File: src/rtl/pipe_stage_skid.sv
// Pipeline stage register with valid/ready handshake and a 2-entry skid buffer.
// up_ready_o depends only on registered state, so no combinational path from dn_ready_i.
module pipe_stage_skid #(
  parameter int unsigned        DATA_W         = 64,
  parameter logic [DATA_W-1:0]  FLUSH_VAL      = '0,
  parameter bit                 CLEAR_ON_FLUSH = 1'b1,
  parameter int unsigned        CNT_W          = 16
) (
  input  logic              clk_i,
  input  logic              rst_ni,
  input  logic              flush_i,
  input  logic              up_valid_i,
  output logic              up_ready_o,
  input  logic [DATA_W-1:0] up_data_i,
  output logic              dn_valid_o,
  input  logic              dn_ready_i,
  output logic [DATA_W-1:0] dn_data_o,
  output logic [1:0]        occupancy_o,
  output logic [CNT_W-1:0]  stall_cnt_o,
  output logic [CNT_W-1:0]  flush_cnt_o
);

  typedef enum logic [1:0] {
    EMPTY = 2'd0,
    ONE   = 2'd1,
    FULL  = 2'd2
  } state_e;

  localparam logic [CNT_W-1:0] CNT_MAX = '1;

  state_e            state_q, state_d;
  logic [DATA_W-1:0] main_q, skid_q;
  logic [CNT_W-1:0]  stall_q, flush_q;
  logic              up_fire, dn_fire;
  logic              load_main, main_from_skid, load_skid;

  // Handshake outputs decode the state register only.
  assign up_ready_o  = (state_q != FULL);
  assign dn_valid_o  = (state_q != EMPTY);
  assign dn_data_o   = main_q;
  assign occupancy_o = state_q;
  assign stall_cnt_o = stall_q;
  assign flush_cnt_o = flush_q;

  assign up_fire = up_valid_i & up_ready_o;
  assign dn_fire = dn_valid_o & dn_ready_i;

  always_ff @(posedge clk_i or negedge rst_ni) begin
    // NOTE: sequential state uses non-blocking assignments so every register samples pre-edge values.
    if (!rst_ni) state_q <= EMPTY;
    else         state_q <= state_d;
  end

  always_comb begin
    // NOTE: every output of this block gets a default first; otherwise unassigned paths infer latches.
    state_d        = state_q;
    load_main      = 1'b0;
    main_from_skid = 1'b0;
    load_skid      = 1'b0;
    if (flush_i) begin
      state_d = EMPTY;
    end else begin
      unique case (state_q)
        EMPTY: begin
          if (up_fire) begin
            state_d   = ONE;
            load_main = 1'b1;
          end
        end
        ONE: begin
          if (up_fire && dn_fire) begin
            load_main = 1'b1;
          end else if (up_fire) begin
            state_d   = FULL;
            load_skid = 1'b1;
          end else if (dn_fire) begin
            state_d = EMPTY;
          end
        end
        FULL: begin
          if (dn_fire) begin
            state_d        = ONE;
            load_main      = 1'b1;
            main_from_skid = 1'b1;
          end
        end
        default: state_d = EMPTY;
      endcase
    end
  end

  always_ff @(posedge clk_i or negedge rst_ni) begin
    // NOTE: payload registers are reset because FLUSH_VAL is visible on dn_data_o straight after reset.
    if (!rst_ni) begin
      main_q <= FLUSH_VAL;
      skid_q <= FLUSH_VAL;
    end else if (flush_i) begin
      if (CLEAR_ON_FLUSH) begin
        main_q <= FLUSH_VAL;
        skid_q <= FLUSH_VAL;
      end
    end else begin
      if (load_main) main_q <= main_from_skid ? skid_q : up_data_i;
      if (load_skid) skid_q <= up_data_i;
    end
  end

  // Saturating event counters; flush does not clear them.
  always_ff @(posedge clk_i or negedge rst_ni) begin
    if (!rst_ni) begin
      stall_q <= '0;
      flush_q <= '0;
    end else begin
      if (dn_valid_o && !dn_ready_i && (stall_q != CNT_MAX)) stall_q <= stall_q + CNT_W'(1);
      if (flush_i && (flush_q != CNT_MAX))                   flush_q <= flush_q + CNT_W'(1);
    end
  end

endmodule

File: config.mk
export PLATFORM = sky130hd
export DESIGN_NAME = pipe_stage_skid
export DESIGN_NICKNAME = d
export VERILOG_FILES = /design/src/rtl/pipe_stage_skid.sv
export SDC_FILE = /design/constraint.sdc
export NUM_CORES = 1
export LEC_CHECK = 0
export ABC_AREA = 1
export BUFFER_PORTS_ARGS = -buffer_cell sky130_fd_sc_hd__buf_4
export CORE_ASPECT_RATIO = 1.4
export CORE_MARGIN = 2
export CORE_UTILIZATION = 57
export CTS_BUF_LIST = sky130_fd_sc_hd__clkbuf_4 sky130_fd_sc_hd__clkbuf_8
export CTS_CLUSTER_DIAMETER = 80
export CTS_CLUSTER_SIZE = 10
export DETAILED_ROUTE_END_ITERATION = 8
export GPL_TIMING_DRIVEN = 1
export PLACE_DENSITY = 0.94
export SYNTH_ARGS = -nofsm -noshare
export SYNTH_HDL_FRONTEND = slang
export SYNTH_SLANG_ARGS = --single-unit
File: constraint.sdc
create_clock -name clk_i -period 1.6 [get_ports clk_i]
set_input_delay 0.08 -clock clk_i [delete_from_list [all_inputs] [get_ports clk_i]]
set_output_delay 0.08 -clock clk_i [all_outputs]
set_load 0.01 [all_outputs]
### Yosys cells after proc, flatten, opt, wreduce, memory -nomap -nowiden

Index checks and enable logic that the tools add are counted.
W data, S select, Z words.

| word-level totals | value |
|---|---|
| flip-flop bits (word level) | 162 |
| input port bits | 69 |
| output and inout bits | 100 |
| word-level logic and storage cells | 50 |

| cells by class | value |
|---|---|
| add/sub/neg operators | 2 |
| eq/ne operators | 9 |
| multiplexer cells | 22 |
| bitwise logic cells | 2 |
| reduce and logical (&&, ||, !) cells | 10 |

Operators by type and width:

| cell | number |
|---|---|
| $mux W64 | 5 |
| $add A16 B1 Y16 const B | 2 |
| $ne A16 B16 Y1 const B | 2 |
| $mux W2 | 6 |
| $mux W1 | 9 |
| $ne A3 B3 Y1 const B | 3 |
| $pmux W2 S3 | 1 |
| $reduce_bool A2 Y1 | 3 |
| $logic_and A1 B1 Y1 | 4 |
| $ne A4 B4 Y1 const B | 1 |
| $reduce_and A4 Y1 | 1 |
| $pmux W1 S3 | 1 |
| $and A1 B1 Y1 | 2 |
| $eq A2 B1 Y1 const B | 1 |
| $eq A2 B2 Y1 const B | 1 |
| $logic_not A2 Y1 | 1 |
| $ne A2 B2 Y1 const B | 1 |
| $logic_not A1 Y1 | 1 |

### Depth between registers and ports, before layout

| depth | value |
|---|---|
| depth in word-level cells | 8 |
| gate-level depth with buffers | 9 |
| gate-level depth less buffers | 9 |

### Least setup slack after synthesis

No wires, ideal clock.

| timing path | value |
|---|---|
| path kind | flip-flop to flip-flop |
| start | register stall_q[0], in the netlist stall_cnt_o[0] |
| end | register stall_q[5], in the netlist stall_cnt_o[5] |
| setup time | 0.117 ns |
| arrival | 1.475 ns |
| data required time | 1.483 ns |
| slack | 0.008 ns |
| stages on the path, launching flop included | 10 |
| path buffers | 1 |
| period minus slack after synthesis | 1.592 ns |
| path through | dfrtp_1 ha_1 nand3_2 inv_1 nand2_1 o21ai_4 nand2_2 buf_6 nand2_1 nand2_1 |

| on the way | value |
|---|---|
| longest elaborated chain between the ends | 2 |
| elaborated cells between the ends (all ways) | 3 |
| classes of those cells | add/sub: 1; eq/ne: 1; reduce/logical: 1 |

Ends and longest elaborated chain:

| item | RTL line | text |
|---|---|---|
| from (decl) | 33 | `logic [CNT_W-1:0] stall_q, flush_q;` |
| from (signal assigned) | 114 | `if (dn_valid_o && !dn_ready_i && (stall_q != CNT_MAX)) stall_q <= stall_q + CNT_W'(1);` |
| parallel branches: the longest is 2 deep, another holds $add A16 B1 Y16 | - |  |

Parallel ways; which one is timed is not known.
A chain may end at the register's enable or synchronous reset.

### Final worst setup path

| timing path | value |
|---|---|
| start | register state_q[1], in the netlist occupancy_o[1] |
| end | register skid_q[27] |

| on the way | value |
|---|---|
| longest elaborated chain between the ends | 7 |
| elaborated cells between the ends (all ways) | 11 |
| classes of those cells | eq/ne: 2; mux: 4; bitwise: 2; reduce/logical: 3 |

Ends and longest elaborated chain:

| item | RTL line | text |
|---|---|---|
| from (decl) | 31 | `state_e state_q, state_d;` |
| from (signal assigned) | 51 | `else state_q <= state_d;` |
| $ne A2 B2 Y1 / $reduce_bool A2 Y1 (equally long branches) | 38, 39 |  |
| $and A1 B1 Y1 (on tied branches) | 45, 46 |  |
| $mux W1 / $logic_and A1 B1 Y1 (equally long branches) | 73, 71 |  |
| $mux W1 | 71 | `if (up_fire && dn_fire) begin` |
| $mux W1 (*) | 63 | `unique case (state_q)` |
| $mux W1 (*) | 60 | `if (flush_i) begin` |
| $reduce_bool A2 Y1 (no line) (*) | - |  |
| to (signal assigned) | 104 | `if (load_skid) skid_q <= up_data_i;` |
| to (decl) | 32 | `logic [DATA_W-1:0] main_q, skid_q;` |

Mark *: on every way between the ends. The rest lies on a longest branch, timed or not.

==> metrics list <==
* Clock transition at the registers of the reported paths: around 100 ps
* Warnings, synthesis: 0
* Floorplan row count: 50
- For this run, the top clock speed supported by timing is around 640 MHz.
- Setup violations remaining at the end of the flow were counted as 0.
* First-pass GRT wire length: between 30 and 40 mm
- HPWL reported at the end of detailed placement: approximately 14 mm
* Slowest cell on the critical path: sky130_fd_sc_hd__dfrtp_1
* Residual overflow from global routing: 0
- TritonCTS sink count: between 150 and 200
- The tool flagged a number of max-cap violations equal to 0.
- The count of endpoints failing hold in the final timing report was 0.
* Max-slew headroom at the worst pin: a little over three fifths
- Sequence of cells on the critical path: nor2_1, nand3_1, nand2_4, buf_4, clkbuf_16, nand3_1, o21ai_0
* Slew at the pin with the worst max-slew slack: about 560 ps
- TritonCTS built the clock tree.
- The detail route stage leaves a number of antenna-violating nets equal to 0.
* Port Buf Inserts: between 150 and 200
* Type of element launching the critical path: register
- Drt total wl: 24.39 mm
- The number of clock buffers added by TritonCTS is 17.
- Total die area: around 15000 um2
* Area share of the largest cell type after synthesis: roughly 51%
* Run status: completed
- Of the available clock period, the critical path in the final layout requires a little over nine tenths.
- In the routed layout, each cell is associated on average with a via count of approximately 5.7.
- After synthesis the netlist holds a flip-flop and latch count of around 160.
- In this design, the stage delay of the slowest critical-path cell is roughly 420 ps.
- Critical path start-end classification: reg2reg
- Global-route usage over all layers: 31.90%
* Area grow syn2layout: 36.16%
* Via total after detailed routing: just over 8000
- After layout, the worst setup slack is around 46 ps.
* Data required time at the worst endpoint: 1970 ps
- Via count of the first global-routing pass: around 7800
- Final-report max-slew violation count: 0
* Post-Synthesis Mean Instance Area: just under 8 um2
* Clock root cell: sky130_fd_sc_hd__clkbuf_8
- The number of nets handed over by synthesis was about 1100.
* Data arrival at the endpoint of the critical path: between 1500 and 2000 ps
- Chip Height: 143.4 um
* Largest net degree at the start of global routing: 54
- For this design the top-level I/O count stands at 169.
- Final GP Congestion: ~0.96
* Detailed-route DRC error count: 0
- Starting utilization of the core area: about 59%
- Synthesis handed over a netlist of 1013 instances.
* PwrDens: about 980 nW/um2
* Leakage power of the design: roughly 5.5 nW
- In this run the number of H-tree levels came out at 4.
- Width of the die: a little over 100 um
* Unrepaired setup endpoints after global routing: yes
- Highest ir drop seen on vdd: a little over 0.0007 V
- Setup WS pre-CTS: about 90 ps
- Cell type contributing the most total cell area after synthesis: sky130_fd_sc_hd__dfrtp_1
- Sequential cells were found to cover between 50% and 60% of the synthesized design area.
* Router iterations before antenna repair: 6
- Worst setup EP type: register
- In the final layout, the share of cells above drive strength 1 is a little over a fifth.
* Crit Path Max Fanout: 22
- Number of antenna violations at the first check in global routing: 0
- Initial DRC Count: slightly above 700
- Clock period minus worst slack: roughly 1600 ps
* Hold Path Class: in2async
- Clock latency on the worst-skew pair, taken at its later pin, is 440 ps.
- No sink is reached through more buffers than the 2 on the longest clock path.
- On the final layout, the worst hold slack is roughly 120 ps.
* Cell seen most often among critical-path stages: sky130_fd_sc_hd__nand3_1
- Fillcell total: between 800 and 900
* Number of library cell types mapped by synthesis: 27
* Total core area: ~13000 um2
- Leading cell types in the layout, fill and taps excluded: sky130_fd_sc_hd__nand2_1, sky130_fd_sc_hd__buf_4, sky130_fd_sc_hd__nand3_1
- WL per Instance: 16.81 um
- After synthesis the cells add up to between 7000 and 8000 um2.
- In the post-synthesis netlist, the biggest area contributors are sky130_fd_sc_hd__dfrtp_1, sky130_fd_sc_hd__nand2_1, sky130_fd_sc_hd__nand3_1, sky130_fd_sc_hd__o21ai_0, sky130_fd_sc_hd__inv_1.
* Leading cell type in the layout, fill and taps excluded: sky130_fd_sc_hd__nand2_1
- Between clock sinks in the finished design, the worst skew comes to between 10 and 15 ps.
* Post-layout net count: about 1300
-- layout make-up --
class / count / area [um2] / area share [%]
sequential: 162 / 4056 / 37.68
multi-input combinational: 696 / 3208 / 29.80
timing repair buffer: 283 / 2470 / 22.94
inverter: 95 / 361.6 / 3.359
clock buffer: 18 / 247.7 / 2.301
tap: 182 / 227.7 / 2.115
clock inverter: 14 / 191.4 / 1.778
antenna: 1 / 2.502 / 0.02325
-- flip-flops by register name (all words and copies together) (netlist names) --
name / flops
dn_data_o: 64
flush_cnt_o: 16
occupancy_o: 2
skid_q: 64
stall_cnt_o: 16
-- power by group --
group	internal, W	switching (W)	leakage (nW)	total (W)
combinational	0.00108	0.00131	3.19	0.00240
clock	0.00164	0.00166	0.216	0.00330
sequential	0.00450	0.000314	2.14	0.00481
total	0.00722	0.00329	5.55	0.0105
-- critical path, delay by kind of cell, from the launching register on --
family / cells / cell delay (ps)
AO/OA/AOI/OAI: 1 / 90
buffers and inverters: 2 / 340
flip-flops: 1 / 420
AND/OR/NAND/NOR: 4 / 620
-- through the flow --
stage | area [um2] | TNS, ps | instances | utilization, % | total power [W]
finish | 10770 | 0 | 1451 | 80.04 | 0.01051
global route | 10760 | -207.8 | 1450 | 80.02 | 0.01098
CTS | 10660 | 0 | 1444 | 79.27 | 0.01042
detailed placement | 9542 | 0 | 1344 | 70.94 | 0.007011
global placement | 9542 | 0 | 1344 | 70.94 | 0.006917
floorplan | 7906 | 0 | 1013 | - | 0.005912
-- cells by family (layout without fill, tap and decap cells) --
family,count (synthesis),count (layout),synth area share [%]
simple gates,535,535,28.74
flops,162,162,51.27
buf+inv,155,410,8.720
compound gates,146,146,9.511
xor+xnor,13,13,1.440
fa+ha+maj,2,2,0.3165
other cells,0,1,0
-- cells in the mapped netlist --
cell / count
sky130_fd_sc_hd__xor2_1: 5
sky130_fd_sc_hd__o2111ai_1: 1
sky130_fd_sc_hd__o21ai_2: 1
sky130_fd_sc_hd__nand3b_1: 1
sky130_fd_sc_hd__buf_6: 1
sky130_fd_sc_hd__nor2_4: 2
sky130_fd_sc_hd__xnor2_1: 8
sky130_fd_sc_hd__nor3_1: 1
sky130_fd_sc_hd__buf_1: 2
sky130_fd_sc_hd__nand2_1: 319
sky130_fd_sc_hd__buf_4: 17
sky130_fd_sc_hd__ha_1: 2
sky130_fd_sc_hd__inv_2: 2
sky130_fd_sc_hd__nor2_1: 35
sky130_fd_sc_hd__clkbuf_1: 11
sky130_fd_sc_hd__o21ai_0: 119
sky130_fd_sc_hd__nor2_2: 2
sky130_fd_sc_hd__nand3_2: 1
sky130_fd_sc_hd__dfrtp_1: 162
sky130_fd_sc_hd__buf_2: 29
sky130_fd_sc_hd__o211ai_1: 1
sky130_fd_sc_hd__o21ai_1: 23
sky130_fd_sc_hd__inv_1: 93
sky130_fd_sc_hd__nand2_2: 2
sky130_fd_sc_hd__nand4_1: 10
sky130_fd_sc_hd__o21ai_4: 1
sky130_fd_sc_hd__nand3_1: 162
-- routing by layer --
layer  part of all wire, %  vias to the layer above  global-route usage, %
met3                   8.3                      121                  6.440
met1                    36                     3908                  37.56
met2                    51                      507                  55.52
li1                      -                     3740                      -
met4                   4.6                        0                  16.93
met5                     0                        -                      0
-- worst paths after layout --
check / slack (ps) / cells past startpoint / startpoint / to
hold / removal: 120 / 2 / rst_ni / stall_cnt_o[5]
min in group clk_i: 420 / 4 / up_data_i[52] / skid_q[52]
setup / recovery: 50 / 7 / occupancy_o[1] / skid_q[27]
setup reg to reg: 50 / 7 / occupancy_o[1] / skid_q[27]
max in group asynchronous: 870 / 3 / rst_ni / dn_data_o[13]
hold reg to reg: 520 / 2 / dn_data_o[29] / dn_data_o[29]
-- timing repair --
| action | in CTS | in global routing |
|---|---|---|
| hold buffers | 68 | 0 |
| endpoints found under the hold margin | 290 | 0 |
| resized for setup | 0 | 15 |
| buffers inserted | 0 | 5 |
| setup endpoints to repair | 0 | 86 |
(Power assumes the default switching activity.)
